==> src/rtl/mem_store_buffer_if.sv <==
// Data-RAM write bus between the store buffer (master) and the memory-side slave.
// A transfer is offered while data_req=1 with the data_* fields held stable. It
// is accepted on any cycle with data_req & data_addr_ok, and completes on a later
// or the same cycle with data_data_ok. Only one transfer is outstanding at a time.
interface mem_store_buffer_if #(
  parameter int ADDR_W = 32,
  parameter int DATA_W = 32
);
  logic              data_req;
  logic              data_wr;
  logic [1:0]        data_size;
  logic [ADDR_W-1:0] data_addr;
  logic [3:0]        data_wstrb;
  logic [DATA_W-1:0] data_wdata;
  logic              data_addr_ok;
  logic              data_data_ok;

  modport master (
    output data_req, data_wr, data_size, data_addr, data_wstrb, data_wdata,
    input  data_addr_ok, data_data_ok
  );

  modport slave (
    input  data_req, data_wr, data_size, data_addr, data_wstrb, data_wdata,
    output data_addr_ok, data_data_ok
  );
endinterface

==> src/rtl/mem_store_buffer.sv <==
// Store buffer: aligns committed stores into byte strobes and replicated lanes,
// queues them in a small FIFO and drains them one at a time to the data-RAM bus.
module mem_store_buffer #(
  parameter int DEPTH  = 4,
  parameter int ADDR_W = 32,
  parameter int DATA_W = 32
) (
  input  logic              clk,
  input  logic              resetn,
  input  logic              st_valid,
  input  logic [ADDR_W-1:0] st_addr,
  input  logic [DATA_W-1:0] st_data,
  input  logic [1:0]        st_size,
  output logic              st_ready,
  output logic              st_addr_err,
  input  logic [ADDR_W-1:0] ld_addr,
  output logic              ld_conflict,
  output logic              sb_empty,
  output logic [1:0]        dbg_state,
  mem_store_buffer_if.master bus
);
  localparam int PW = $clog2(DEPTH);
  localparam logic [PW:0] FULL = (PW+1)'(DEPTH);

  typedef enum logic [1:0] {
    ST_IDLE = 2'd0,
    ST_REQ  = 2'd1,
    ST_WAIT = 2'd2
  } state_e;

  state_e            state_q, state_d;
  logic [PW-1:0]     rd_ptr_q, rd_ptr_d;
  logic [PW-1:0]     wr_ptr_q, wr_ptr_d;
  logic [PW:0]       count_q, count_d;
  logic [ADDR_W-1:0] addr_q  [DEPTH];
  logic [ADDR_W-1:0] addr_d  [DEPTH];
  logic [1:0]        size_q  [DEPTH];
  logic [1:0]        size_d  [DEPTH];
  logic [3:0]        wstrb_q [DEPTH];
  logic [3:0]        wstrb_d [DEPTH];
  logic [DATA_W-1:0] wdata_q [DEPTH];
  logic [DATA_W-1:0] wdata_d [DEPTH];

  logic [3:0]        st_wstrb;
  logic [DATA_W-1:0] st_wdata;
  logic              push, pop, busy;
  logic [PW-1:0]     conf_ofs;
  logic              ld_unused;

  // Byte offset within the word only matters for strobe placement.
  always_comb begin
    st_wstrb    = 4'b0000;
    st_wdata    = '0;
    st_addr_err = 1'b0;
    case (st_size)
      2'd0: begin
        st_wstrb = 4'b0001 << st_addr[1:0];
        st_wdata = {4{st_data[7:0]}};
      end
      2'd1: begin
        st_wstrb    = st_addr[1] ? 4'b1100 : 4'b0011;
        st_wdata    = {2{st_data[15:0]}};
        st_addr_err = st_valid & st_addr[0];
      end
      2'd2: begin
        st_wstrb    = 4'b1111;
        st_wdata    = st_data;
        st_addr_err = st_valid & (st_addr[1:0] != 2'b00);
      end
      default: st_addr_err = st_valid;
    endcase
  end

  // Readiness comes from the registered count only, so a pop never frees a slot early.
  assign st_ready = (count_q < FULL);
  assign push     = st_valid & st_ready & ~st_addr_err;

  always_comb begin
    state_d  = state_q;
    rd_ptr_d = rd_ptr_q;
    wr_ptr_d = wr_ptr_q;
    count_d  = count_q;
    addr_d   = addr_q;
    size_d   = size_q;
    wstrb_d  = wstrb_q;
    wdata_d  = wdata_q;
    pop      = 1'b0;

    case (state_q)
      ST_IDLE: if (count_q != '0) state_d = ST_REQ;
      ST_REQ: begin
        if (bus.data_addr_ok) begin
          if (bus.data_data_ok) begin
            pop     = 1'b1;
            state_d = ST_IDLE;
          end else begin
            state_d = ST_WAIT;
          end
        end
      end
      ST_WAIT: begin
        if (bus.data_data_ok) begin
          pop     = 1'b1;
          state_d = ST_IDLE;
        end
      end
      default: state_d = ST_IDLE;
    endcase

    if (push) begin
      addr_d[wr_ptr_q]  = st_addr;
      size_d[wr_ptr_q]  = st_size;
      wstrb_d[wr_ptr_q] = st_wstrb;
      wdata_d[wr_ptr_q] = st_wdata;
      wr_ptr_d          = wr_ptr_q + PW'(1);
    end
    if (pop) rd_ptr_d = rd_ptr_q + PW'(1);

    case ({push, pop})
      2'b10:   count_d = count_q + (PW+1)'(1);
      2'b01:   count_d = count_q - (PW+1)'(1);
      default: count_d = count_q;
    endcase
  end

  always_ff @(posedge clk or negedge resetn) begin
    if (!resetn) begin
      state_q  <= ST_IDLE;
      rd_ptr_q <= '0;
      wr_ptr_q <= '0;
      count_q  <= '0;
      for (int i = 0; i < DEPTH; i++) begin
        addr_q[i]  <= '0;
        size_q[i]  <= '0;
        wstrb_q[i] <= '0;
        wdata_q[i] <= '0;
      end
    end else begin
      state_q  <= state_d;
      rd_ptr_q <= rd_ptr_d;
      wr_ptr_q <= wr_ptr_d;
      count_q  <= count_d;
      addr_q   <= addr_d;
      size_q   <= size_d;
      wstrb_q  <= wstrb_d;
      wdata_q  <= wdata_d;
    end
  end

  // An entry is live when its distance from the head is below the count; the
  // in-flight head stays live until its write completes.
  always_comb begin
    ld_conflict = 1'b0;
    conf_ofs    = '0;
    for (int i = 0; i < DEPTH; i++) begin
      conf_ofs = PW'(i) - rd_ptr_q;
      if (({1'b0, conf_ofs} < count_q) &&
          (addr_q[i][ADDR_W-1:2] == ld_addr[ADDR_W-1:2]))
        ld_conflict = 1'b1;
    end
  end

  assign ld_unused = ^ld_addr[1:0];

  assign busy           = (state_q != ST_IDLE);
  assign bus.data_req   = (state_q == ST_REQ);
  assign bus.data_wr    = 1'b1;
  assign bus.data_addr  = busy ? addr_q[rd_ptr_q]  : '0;
  assign bus.data_size  = busy ? size_q[rd_ptr_q]  : 2'b00;
  assign bus.data_wstrb = busy ? wstrb_q[rd_ptr_q] : 4'b0000;
  assign bus.data_wdata = busy ? wdata_q[rd_ptr_q] : '0;

  assign sb_empty  = (count_q == '0) && (state_q == ST_IDLE);
  assign dbg_state = state_q;
endmodule

==> src/flat_wrapper.sv <==
// flat-port wrapper written by rule: the top's interface ports become plain ports
module mem_store_buffer_flat 
#(
  parameter int DEPTH  = 4,
  parameter int ADDR_W = 32,
  parameter int DATA_W = 32
)
  (clk, resetn, st_valid, st_addr, st_data, st_size, st_ready, st_addr_err, ld_addr, ld_conflict, sb_empty, dbg_state, bus_data_req, bus_data_wr, bus_data_size, bus_data_addr, bus_data_wstrb, bus_data_wdata, bus_data_addr_ok, bus_data_data_ok);
  mem_store_buffer_if #(.ADDR_W(ADDR_W), .DATA_W(DATA_W)) bus_i ();
  input  logic clk;
  input  logic resetn;
  input  logic st_valid;
  input  logic [ADDR_W-1:0] st_addr;
  input  logic [DATA_W-1:0] st_data;
  input  logic [1:0] st_size;
  output logic st_ready;
  output logic st_addr_err;
  input  logic [ADDR_W-1:0] ld_addr;
  output logic ld_conflict;
  output logic sb_empty;
  output logic [1:0] dbg_state;
  output wire logic [$bits(bus_i.data_req)-1:0] bus_data_req;
  output wire logic [$bits(bus_i.data_wr)-1:0] bus_data_wr;
  output wire logic [$bits(bus_i.data_size)-1:0] bus_data_size;
  output wire logic [$bits(bus_i.data_addr)-1:0] bus_data_addr;
  output wire logic [$bits(bus_i.data_wstrb)-1:0] bus_data_wstrb;
  output wire logic [$bits(bus_i.data_wdata)-1:0] bus_data_wdata;
  input wire logic [$bits(bus_i.data_addr_ok)-1:0] bus_data_addr_ok;
  input wire logic [$bits(bus_i.data_data_ok)-1:0] bus_data_data_ok;
  assign bus_data_req = bus_i.data_req;
  assign bus_data_wr = bus_i.data_wr;
  assign bus_data_size = bus_i.data_size;
  assign bus_data_addr = bus_i.data_addr;
  assign bus_data_wstrb = bus_i.data_wstrb;
  assign bus_data_wdata = bus_i.data_wdata;
  assign bus_i.data_addr_ok = bus_data_addr_ok;
  assign bus_i.data_data_ok = bus_data_data_ok;
  mem_store_buffer #(.DEPTH(DEPTH), .ADDR_W(ADDR_W), .DATA_W(DATA_W)) u_core (.clk(clk), .resetn(resetn), .st_valid(st_valid), .st_addr(st_addr), .st_data(st_data), .st_size(st_size), .st_ready(st_ready), .st_addr_err(st_addr_err), .ld_addr(ld_addr), .ld_conflict(ld_conflict), .sb_empty(sb_empty), .dbg_state(dbg_state), .bus(bus_i));
endmodule
==> config.mk <==
export PLATFORM = sky130hd
export DESIGN_NAME = mem_store_buffer_flat
export DESIGN_NICKNAME = d
export VERILOG_FILES = /design/src/rtl/mem_store_buffer_if.sv /design/src/rtl/mem_store_buffer.sv /design/src/flat_wrapper.sv
export SDC_FILE = /design/constraint.sdc
export NUM_CORES = 1
export LEC_CHECK = 0
export ABC_AREA = 1
export CELL_PAD_IN_SITES_DETAIL_PLACEMENT = 0
export CELL_PAD_IN_SITES_GLOBAL_PLACEMENT = 1
export CORE_ASPECT_RATIO = 1.4
export CORE_MARGIN = 2
export CORE_UTILIZATION = 45
export DETAILED_ROUTE_END_ITERATION = 16
export PLACE_DENSITY_LB_ADDON = 0.1
export SYNTH_ARGS = -nofsm -noshare
export SYNTH_HDL_FRONTEND = slang
export SYNTH_SLANG_ARGS = --single-unit
==> constraint.sdc <==
create_clock -name clk -period 3.15 [get_ports clk]
set_input_delay 0.63 -clock clk [delete_from_list [all_inputs] [get_ports clk]]
set_output_delay 0.63 -clock clk [all_outputs]
set_load 0.005 [all_outputs]
[Word-level counts from Yosys, hierarchy flattened]
Cells that the tools add are included.
Word-level totals
  input bits: 103
  flip-flop bits (word level): 289
  logic and storage cells: 114
  output and inout port bits: 78
Operators by class
  bitwise gates (word level): 7
  reduce and logical (&&, ||, !) cells: 14
  mux-type cells: 43
  add/subtract/negate cells: 8
  shift-type cells: 1
  magnitude comparators: 8
  equal/unequal tests: 13
Operators by type and width (number)
  $bwmux 128: 2
  $mux 32: 7
  $bmux 32 s2: 2
  $eq 30x30->1: 4
  $pmux 32 s3: 1
  $demux 32 s2: 1
  $mux 4: 5
  $bwmux 16: 1
  $mux 2: 8
  $lt 2x3->1: 4
  $pmux 4 s3: 1
  $bmux 4 s2: 1
  $bwmux 8: 1
  $demux 4 s2: 1
  $eq 2x1->1 const B: 3
  $eq 2x2->1 const B: 3
  $ge 3x3->1 const B: 2
  $logic_and 1x1->1: 6
  $mux 1: 6
  $not 2->3: 2
  $pmux 2 s3: 1
  $pmux 3 s2: 1
  $reduce_bool 2->1: 3
  $add 2x1->2 const B: 2
  other kinds (19): 26

[Longest topological paths before layout]
Gate-level depths: netlist (run 1).
  depth in word-level cells: 7
  gate-level depth with buffers: 15
  depth with buffers taken out: 12

[Least setup slack after synthesis (run 1)]
OpenSTA, ideal clock, no wires.
  path kind: input to register
  from: input st_size[0]
  to: register u_core.count_q[2]
  stages on the path: 15
  slack: 0.315 ns
  data required time: 3.019 ns
  library setup time: 0.131 ns
  data arrival time: 2.704 ns
  path buffers: 3
  path through: inv_1 -> ha_1 -> buf_2 -> inv_2 -> o21ai_2 -> a21oi_2 -> nand3_2 -> buf_4 -> buf_2 -> ha_1 -> inv_1 -> fa_1 -> a21oi_1 -> o21ai_0 -> xor2_1
Between the ends
  word-level cells in the longest chain between the ends: 6
  elaborated cells on any way between the ends: 10
  classes of those cells: eq/ne (4); mux (2); bitwise (2); reduce/logical (2)
Ends and longest elaborated chain
  from (decl): RTL line flat_wrapper.sv:15  | input logic [1:0] st_size;
  $eq 2x2->1 (tied with other cells): RTL line mem_store_buffer.sv:55  | case (st_size)
  $pmux 1 s3 (*): RTL line mem_store_buffer.sv:55
  $not 1->1 (*): RTL line mem_store_buffer.sv:76  | assign push = st_valid & st_ready & ~st_addr_err;
  $and 1x1->1 (*): RTL line mem_store_buffer.sv:76
  $eq 2x1->1 or $eq 2x2->1 (tied branches): RTL line mem_store_buffer.sv:119  | case ({push, pop})
  $pmux 3 s2 or $reduce_bool 2->1 (tied branches)
  to (signal assigned): RTL line mem_store_buffer.sv:142  | count_q <= count_d;
  to (decl): RTL line mem_store_buffer.sv:34  | logic [PW:0] count_q, count_d;
Mark *: on every way between the ends. The rest lies on a longest branch, timed or not.
A chain may end at the register's enable or synchronous reset.

[Worst setup path after layout (run 1)]
  from: register u_core.rd_ptr_q[0]
  to: output ld_conflict
Between the ends
  word-level cells in the longest chain between the ends: 7
  elaborated cells on any way between the ends: 16
  classes of those cells: add/sub (4); order compare (4); mux (4); reduce/logical (4)
Ends and longest elaborated chain
  from (decl): RTL line mem_store_buffer.sv:32  | logic [PW-1:0] rd_ptr_q, rd_ptr_d;
  from (signal assigned): RTL line mem_store_buffer.sv:140  | rd_ptr_q <= rd_ptr_d;
  $sub 1x2->2: RTL line mem_store_buffer.sv:156  | conf_ofs = PW'(i) - rd_ptr_q;
  $lt 2x3->1: RTL line mem_store_buffer.sv:157  | if (({1'b0, conf_ofs} < count_q) &&
  $logic_and 1x1->1: RTL line mem_store_buffer.sv:157
  $mux 1 (3 in a row): RTL line mem_store_buffer.sv:157
  $mux 1 (*): RTL line mem_store_buffer.sv:157
  to (decl): RTL line flat_wrapper.sv:19  | output logic ld_conflict;
Marks and branches as above.

==> results.json, run 1 <==
{
  "wl_met1_um": 21480,
  "synth_nets": 2168,
  "slew_headroom_pct": 48.91,
  "setup_viol": 1,
  "crit_chain": "inv_2, nand2_2, inv_1, nor2_4, ha_1, a21oi_1, or2_2, nand3_2, nor2_1, nor2_1, nand2_1, dlygate4sd2_1",
  "fin_skew_ns": 0.007985,
  "vias": 14824,
  "route.met3.wl_um": 2958,
  "fin_crit_ns": 3.163,
  "cts_buffer_depth": 3,
  "highest_layer": "met5",
  "pin_count": 181,
  "drv_cap": 0,
  "avgSynthCellArea_um2": 7.505,
  "dp_cells": 2688,
  "cellPowerDensity_nw_per_um2": 979.2,
  "nets": 2411,
  "drc": 0,
  "status": "finished, violations left",
  "power_w": 0.01985,
  "fmax_mhz": 316.2,
  "core_um2": 33830,
  "drtIter0Drc": 1148,
  "dp_hpwl_um": 34460,
  "antenna_found_initial": 2,
  "synth_top_area_share_pct": 47.05,
  "clk_pin_slew_ns": 0.06,
  "yosys.area.top_type": "dfrtp_1",
  "slowest_delay_ns": 0.40,
  "violations": "setup timing",
  "first_pass_iters": 6,
  "gp_congestion": 0.9103,
  "netlist_instances": 2048,
  "hold_buffers": 0,
  "synth-main-ff-cell": "dfrtp_1",
  "rows": 80,
  "ys_seq_area_share_pct": 47.05,
  "grt.total_usage_pct": 29.85,
  "die_height_um": 222.7,
  "wl_met2_um": 27060,
  "diodes": 0,
  "drt-total-wl_um": 54140,
  "synth_cell_types": 33,
  "cts-buffers-inserted": 30,
  "grt_pass1_wl_um": 82810,
  "finalWorstSetupSlack_ns": -0.01250,
  "crit_required_ns": 2.52,
  "fp.dieArea_um2": 35670,
  "synthArstFlopShare_pct": 100.0,
  "antenna_left": 0,
  "hold_class": "input pin to asynchronous set/reset pin",
  "slew_violations": 0,
  "max-vdd-ir-drop_uv": 597.3,
  "grt-ovfl-total": 0,
  "worst_slew_pin_slew_ns": 0.7663,
  "min_period_over_period_pct": 100.4,
  "cts.sinks": 289,
  "wire_per_inst_um": 19.60,
  "ys_ff_latch": 289,
  "rsz0062_at_grt": "true",
  "root_buffer": "clkbuf_16",
  "dp_slack_ns": -0.1460,
  "leakage_nw": 10.01,
  "nFillCells": 3208,
  "start_kind": "flop",
  "grt_max_degree": 78,
  "die_x_um": 160.2,
  "vias_per_cell": 5.367,
  "critPathTopFamily": "simple AND/OR/NAND/NOR gates",
  "syn_area_um2": 15370,
  "crit_path_end_kind": "primary output",
  "final_cells": 2762,
  "path_max_fanout": 3,
  "first_global_vias": 14694,
  "synth_most_common_cell": "nand2_1",
  "synth.top_cells.by_count": "nand2_1, dfrtp_1, o21ai_0, inv_1, nor2_1",
  "portBuffers": 177,
  "drive_above_1_share_pct": 11.25,
  "syn_to_final_growth_pct": 31.86,
  "start_util_pct": 45.43,
  "crit_type": "flop to primary output",
  "slowest_stage": "dfrtp_1",
  "synth_edf_count": 0,
  "cts_tree": "yes",
  "yosys-top-cells-area": "dfrtp_1, nand2_1, o21ai_0",
  "path_buf_inv": 3,
  "ctsHtreeMaxLevel": 1,
  "worst_path_most_repeated_cell": "nor2_1",
  "yosys_warnings": 0,
  "crit_arrival_ns": 2.53,
  "postLayoutCoreUtil_pct": 59.90,
  "hold_violations": 0,
  "insertion_delay_ns": 0.57
}
==> path summary, 6_finish.rpt <==
| kind | start | end | slack, ns | cells past startpoint |
|---|---|---|---|---|
| hold reg to reg | u_core.count_q[1] | u_core.count_q[1] | 0.49 | 2 |
| max in group asynchronous | resetn | u_core.wstrb_q[6] | 2.32 | 2 |
| hold / removal | resetn | u_core.wdata_q[54] | 0.06 | 1 |
| setup / recovery | u_core.rd_ptr_q[0] | ld_conflict | -0.01 | 12 |
| min in group clk | u_core.count_q[1] | u_core.count_q[1] | 0.49 | 2 |
| setup reg to reg | u_core.dbg_state[0] | u_core.count_q[2] | 0.77 | 10 |
==> state kept, by name, indices dropped and copies added (netlist names) <==
signal	count
u_core.rd_ptr_q	2
u_core.wdata_q	128
u_core.wr_ptr_q	2
u_core.addr_q	128
u_core.dbg_state	2
u_core.size_q	8
u_core.wstrb_q	16
u_core.count_q	3
==> placed cells by master (no fill, tap or decap), drive strengths merged, types with 7 or more instances in the layout <==
cell type and n:
buf 147, nand3 24, a21oi 24, o22ai 70, xor2 20, clkbuf 43, nor2 155, nand2 666
inv 248, xnor2 7, o21a 8, ha 16, o21ai 302, nand4 15, clkdlybuf4s50 147, dlygate4sd2 9
dlymetal6s2s 20, a221oi 71, clkinv 8, dfrtp 289
==> metal layers <==
metal,up-vias,track usage [%]
met3,127,3.304
li1,7099,-
met1,7059,37.00
met2,535,52.30
met5,-,0
met4,4,13.69
==> repair_timing <==
| item | in CTS | in global routing |
|---|---|---|
| resized for setup | 48 | 39 |
| buffers inserted | 6 | 6 |
| pin swaps | 2 | 3 |
| setup endpoints to repair | 71 | 61 |
| hold endpoints to repair | 0 | 0 |
| cloned | 6 | 4 |
==> kinds of logic after synthesis <==
group           after synthesis  share of synthesized area (%)
buf+inv                     366                          9.875
xor+xnor                     27                          1.539
compound gates              483                          18.34
flops                       289                          47.05
other cells                   1                        0.02440
simple gates                865                          21.74
fa+ha+maj                    17                          1.433
==> per-stage QoR <==
step           hold slack [ns]  cell area (um^2)  TNS (ns)
2_1_floorplan           0.3344             15370         0
3_3_place_gp            0.4681             18540   -0.1864
3_5_place_dp            0.4810             18540   -0.1460
4_1_cts                0.05919             19980  -0.04277
5_1_grt                0.09844             20270   -0.7249
6_report               0.06177             20270  -0.01250
==> power breakdown <==
part	internal [W]	leakage (nW)	switching (W)
logic	0.00420	5.94	0.00543
clock network	0.00223	0.510	0.00153
registers	0.00545	3.56	0.00101
==> area by class of cell <==
class                   count  area (um^2)  area share, %
inverters                 248        930.9          4.593
clock inverters            13        171.4         0.8458
flip-flops and latches    289         7233          35.69
repair buffers            329         3600          17.76
clock buffers              39        855.8          4.223
well taps                 451        564.3          2.784
multi-input cells        1393         6912          34.10
==> worst reg2reg max path: cells and delay by family (launching register included) <==
family / cells / cell delay [ns]
buffers and inverters: 2 / 0.16
DFF: 1 / 0.39
and+or+nand+nor: 2 / 0.35
xor gates and xnor gates: 1 / 0.15
adders and majority gates: 3 / 0.96
AOI/OAI and AO/OA: 2 / 0.25
(Power assumes the default switching activity.)
==> run 2: changes to the inputs <==
Settings changed: ABC_AREA 1 to not set, CORE_UTILIZATION 45 to 49, SKIP_CTS_REPAIR_TIMING set to 1.
==> run 2 against run 1 <==
The run ends with hold timing, setup timing left. Via count fell by 30%. Flip-flop and latch count stayed put. Count of clock-buffer cells in the layout increased by 2. Critical path depth fell by 3. Clock skew increased by 0.0041 ns. Sequential power rose by 3.1%. Worst hold slack worse by 0.062 ns. Routed wire length is 23% lower. Global-route usage is 3.5 points lower. Combinational power is 12% lower.
==> results.json, run 2 <==
{
  "status": "finished, violations left",
  "violations": "hold timing, setup timing",
  "grt_max_degree": 82,
  "r2r_slack_ns": 0.80,
  "antenna_left": 0,
  "drv_cap": 0,
  "fp.dieArea_um2": 31390,
  "synth_top_area_share_pct": 49.25,
  "fin_crit_ns": 3.216,
  "drtIter0Drc": 426,
  "syn_area_um2": 14680,
  "start_util_pct": 49.36,
  "hold_class": "input pin to asynchronous set/reset pin",
  "r2r-end": "u_core.count_q[2]",
  "gp_congestion": 0.9218,
  "final_common_cell": "dfrtp_1",
  "path_max_fanout": 2,
  "cts_tree": "yes",
  "max-vdd-ir-drop_uv": 691.6,
  "synth_nets": 1369,
  "netlist_instances": 1249,
  "top_regs": "u_core.addr_q (128), u_core.wdata_q (128), u_core.wstrb_q (16)",
  "hold_violations": 2,
  "root_buffer": "clkbuf_16",
  "crit_path_end_kind": "primary output",
  "insertion_delay_ns": 0.57,
  "cts.sinks": 289,
  "ctsHtreeMaxLevel": 1,
  "fin_skew_ns": 0.01213,
  "vias": 10426,
  "ys_seq_area_share_pct": 49.25,
  "antenna_found_initial": 1,
  "drive_above_1_share_pct": 26.49,
  "pin_count": 181,
  "grt.total_usage_pct": 26.31,
  "core_um2": 29750,
  "final_cells": 1910,
  "yosys_warnings": 0,
  "cellPowerDensity_nw_per_um2": 969.2,
  "drc": 0,
  "finalWorstSetupSlack_ns": -0.06638,
  "wire_per_inst_um": 21.90,
  "rsz0062_at_grt": "true",
  "vias_per_cell": 5.459,
  "start_kind": "input pin",
  "leakage_nw": 9.436,
  "fin_hold_ws_ns": -0.0004659,
  "power_w": 0.01862,
  "cts_buffer_depth": 3,
  "ys_ff_latch": 289,
  "diodes": 0,
  "die_x_um": 150.3,
  "synth-main-ff-cell": "dfrtp_1",
  "dp_cells": 1824,
  "r2r_cells": 10,
  "dp_hpwl_um": 28620,
  "nets": 1624,
  "portBuffers": 177,
  "synth_cell_types": 33,
  "grt_pass1_wl_um": 62870,
  "slew_violations": 0,
  "yosys.area.top_type": "dfrtp_1",
  "first_global_vias": 10805,
  "crit_required_ns": 2.52,
  "synth_edf_count": 0,
  "cts-buffers-inserted": 30,
  "slew_headroom_pct": 55.15,
  "worst_slew_pin_slew_ns": 0.6728,
  "die_height_um": 208.8,
  "drt-total-wl_um": 41820,
  "synth.top_cells.by_count": "dfrtp_1, nand2_1, o21ai_0, mux2_2, nor2b_1",
  "avgSynthCellArea_um2": 11.76,
  "setup_viol": 2,
  "synthArstFlopShare_pct": 100.0,
  "grt-ovfl-total": 0,
  "syn_to_final_growth_pct": 30.86,
  "fmax_mhz": 310.9,
  "first_pass_iters": 5,
  "min_period_over_period_pct": 102.1,
  "rows": 75,
  "nFillCells": 2420,
  "crit_type": "input pin to primary output",
  "r2r_start": "u_core.dbg_state[1]",
  "clk_pin_slew_ns": 0.06,
  "final_cell_mix": "dfrtp_1, nand2_1, o21ai_0",
  "crit_arrival_ns": 2.59,
  "synth_most_common_cell": "dfrtp_1",
  "yosys-top-cells-area": "dfrtp_1, mux4_2, mux2_2"
}
==> run 2: cell types whose count changed after synthesis, sizes merged, moves of 71 or more <==
cell    before  now
nand2      666  183
a221oi      71    0
mux2         0  133
nor2b        0   72
nor2       155    8
inv        247   19
o21ai      302  152
==> run 2: critical path, stage by stage <==
cell and delay [ns]:
clkdlybuf4s50_1 0.54, buf_4 0.21, buf_4 0.13, xnor2_1 0.15, nand4_1 0.11, nor4_1 0.37
nand4_1 0.13, nand4_1 0.17, clkbuf_2 0.14
==> run 2: how the worst max path moves through the flow <==
stage | startpoint | endpoint | cells past startpoint
after floorplan | u_core.rd_ptr_q[1] | ld_conflict | 9
after global placement | ld_addr[28] | ld_conflict | 8
after detailed placement | ld_addr[3] | ld_conflict | 7
after CTS | u_core.rd_ptr_q[0] | ld_conflict | 8
after global routing | u_core.rd_ptr_q[1] | ld_conflict | 8
final | ld_addr[4] | ld_conflict | 9
==> run 2: metrics by stage <==
| step | hold WS, ns | utilization (%) | setup TNS (ns) | cell area, um^2 | setup slack (ns) |
|---|---|---|---|---|---|
| floorplan | 0.3344 | - | 0 | 14680 | 0.2172 |
| global placement | 0.4563 | 58.94 | -0.4538 | 17530 | -0.4538 |
| detailed placement | 0.4661 | 58.94 | -0.4612 | 17530 | -0.4612 |
| CTS | 0.005390 | 62.20 | -26.04 | 18500 | -0.5677 |
| global route | 0.02166 | 64.60 | -0.2016 | 19220 | -0.1062 |
| finish | -0.0004659 | 64.60 | -0.07811 | 19220 | -0.06638 |
==> run 2: logic make-up after synthesis <==
family	Yosys count	share of synthesized area [%]
adder cells (fa/ha/maj)	17	1.500
other	1	0.02554
XOR/XNOR	127	7.575
flip-flops	289	49.25
buffers and inverters	105	3.016
AO/OA/AOI/OAI	207	8.061
AND/OR/NAND/NOR	300	9.637
multiplexers	203	20.94
==> run 2: layer usage <==
| metal | wire (um) | vias up | part of all wire (%) | global-route usage (%) |
|---|---|---|---|---|
| met2 | 21870 | 267 | 52 | 46.99 |
| li1 | - | 4872 | - | - |
| met1 | 16470 | 5213 | 39 | 32.68 |
| met5 | 13 | - | 0.031 | 0 |
| met3 | 1867 | 72 | 4.5 | 3.297 |
| met4 | 1594 | 2 | 3.8 | 8.913 |
==> run 2: area by class of cell <==
type	count	area, um^2	area share, %
Sequential cell	289	7239	37.67
Multi-Input combinational cell	855	7106	36.98
Timing Repair Buffer	309	3348	17.42
Clock buffer	41	843.3	4.389
Tap cell	385	481.7	2.507
Clock inverter	12	126.4	0.6576
Inverter	19	71.32	0.3711
==> run 2: power by group <==
group / switching (W) / internal [W]
registers: 0.00126 / 0.00540
clock network: 0.00149 / 0.00203
logic: 0.00352 / 0.00492
total: 0.00628 / 0.0123
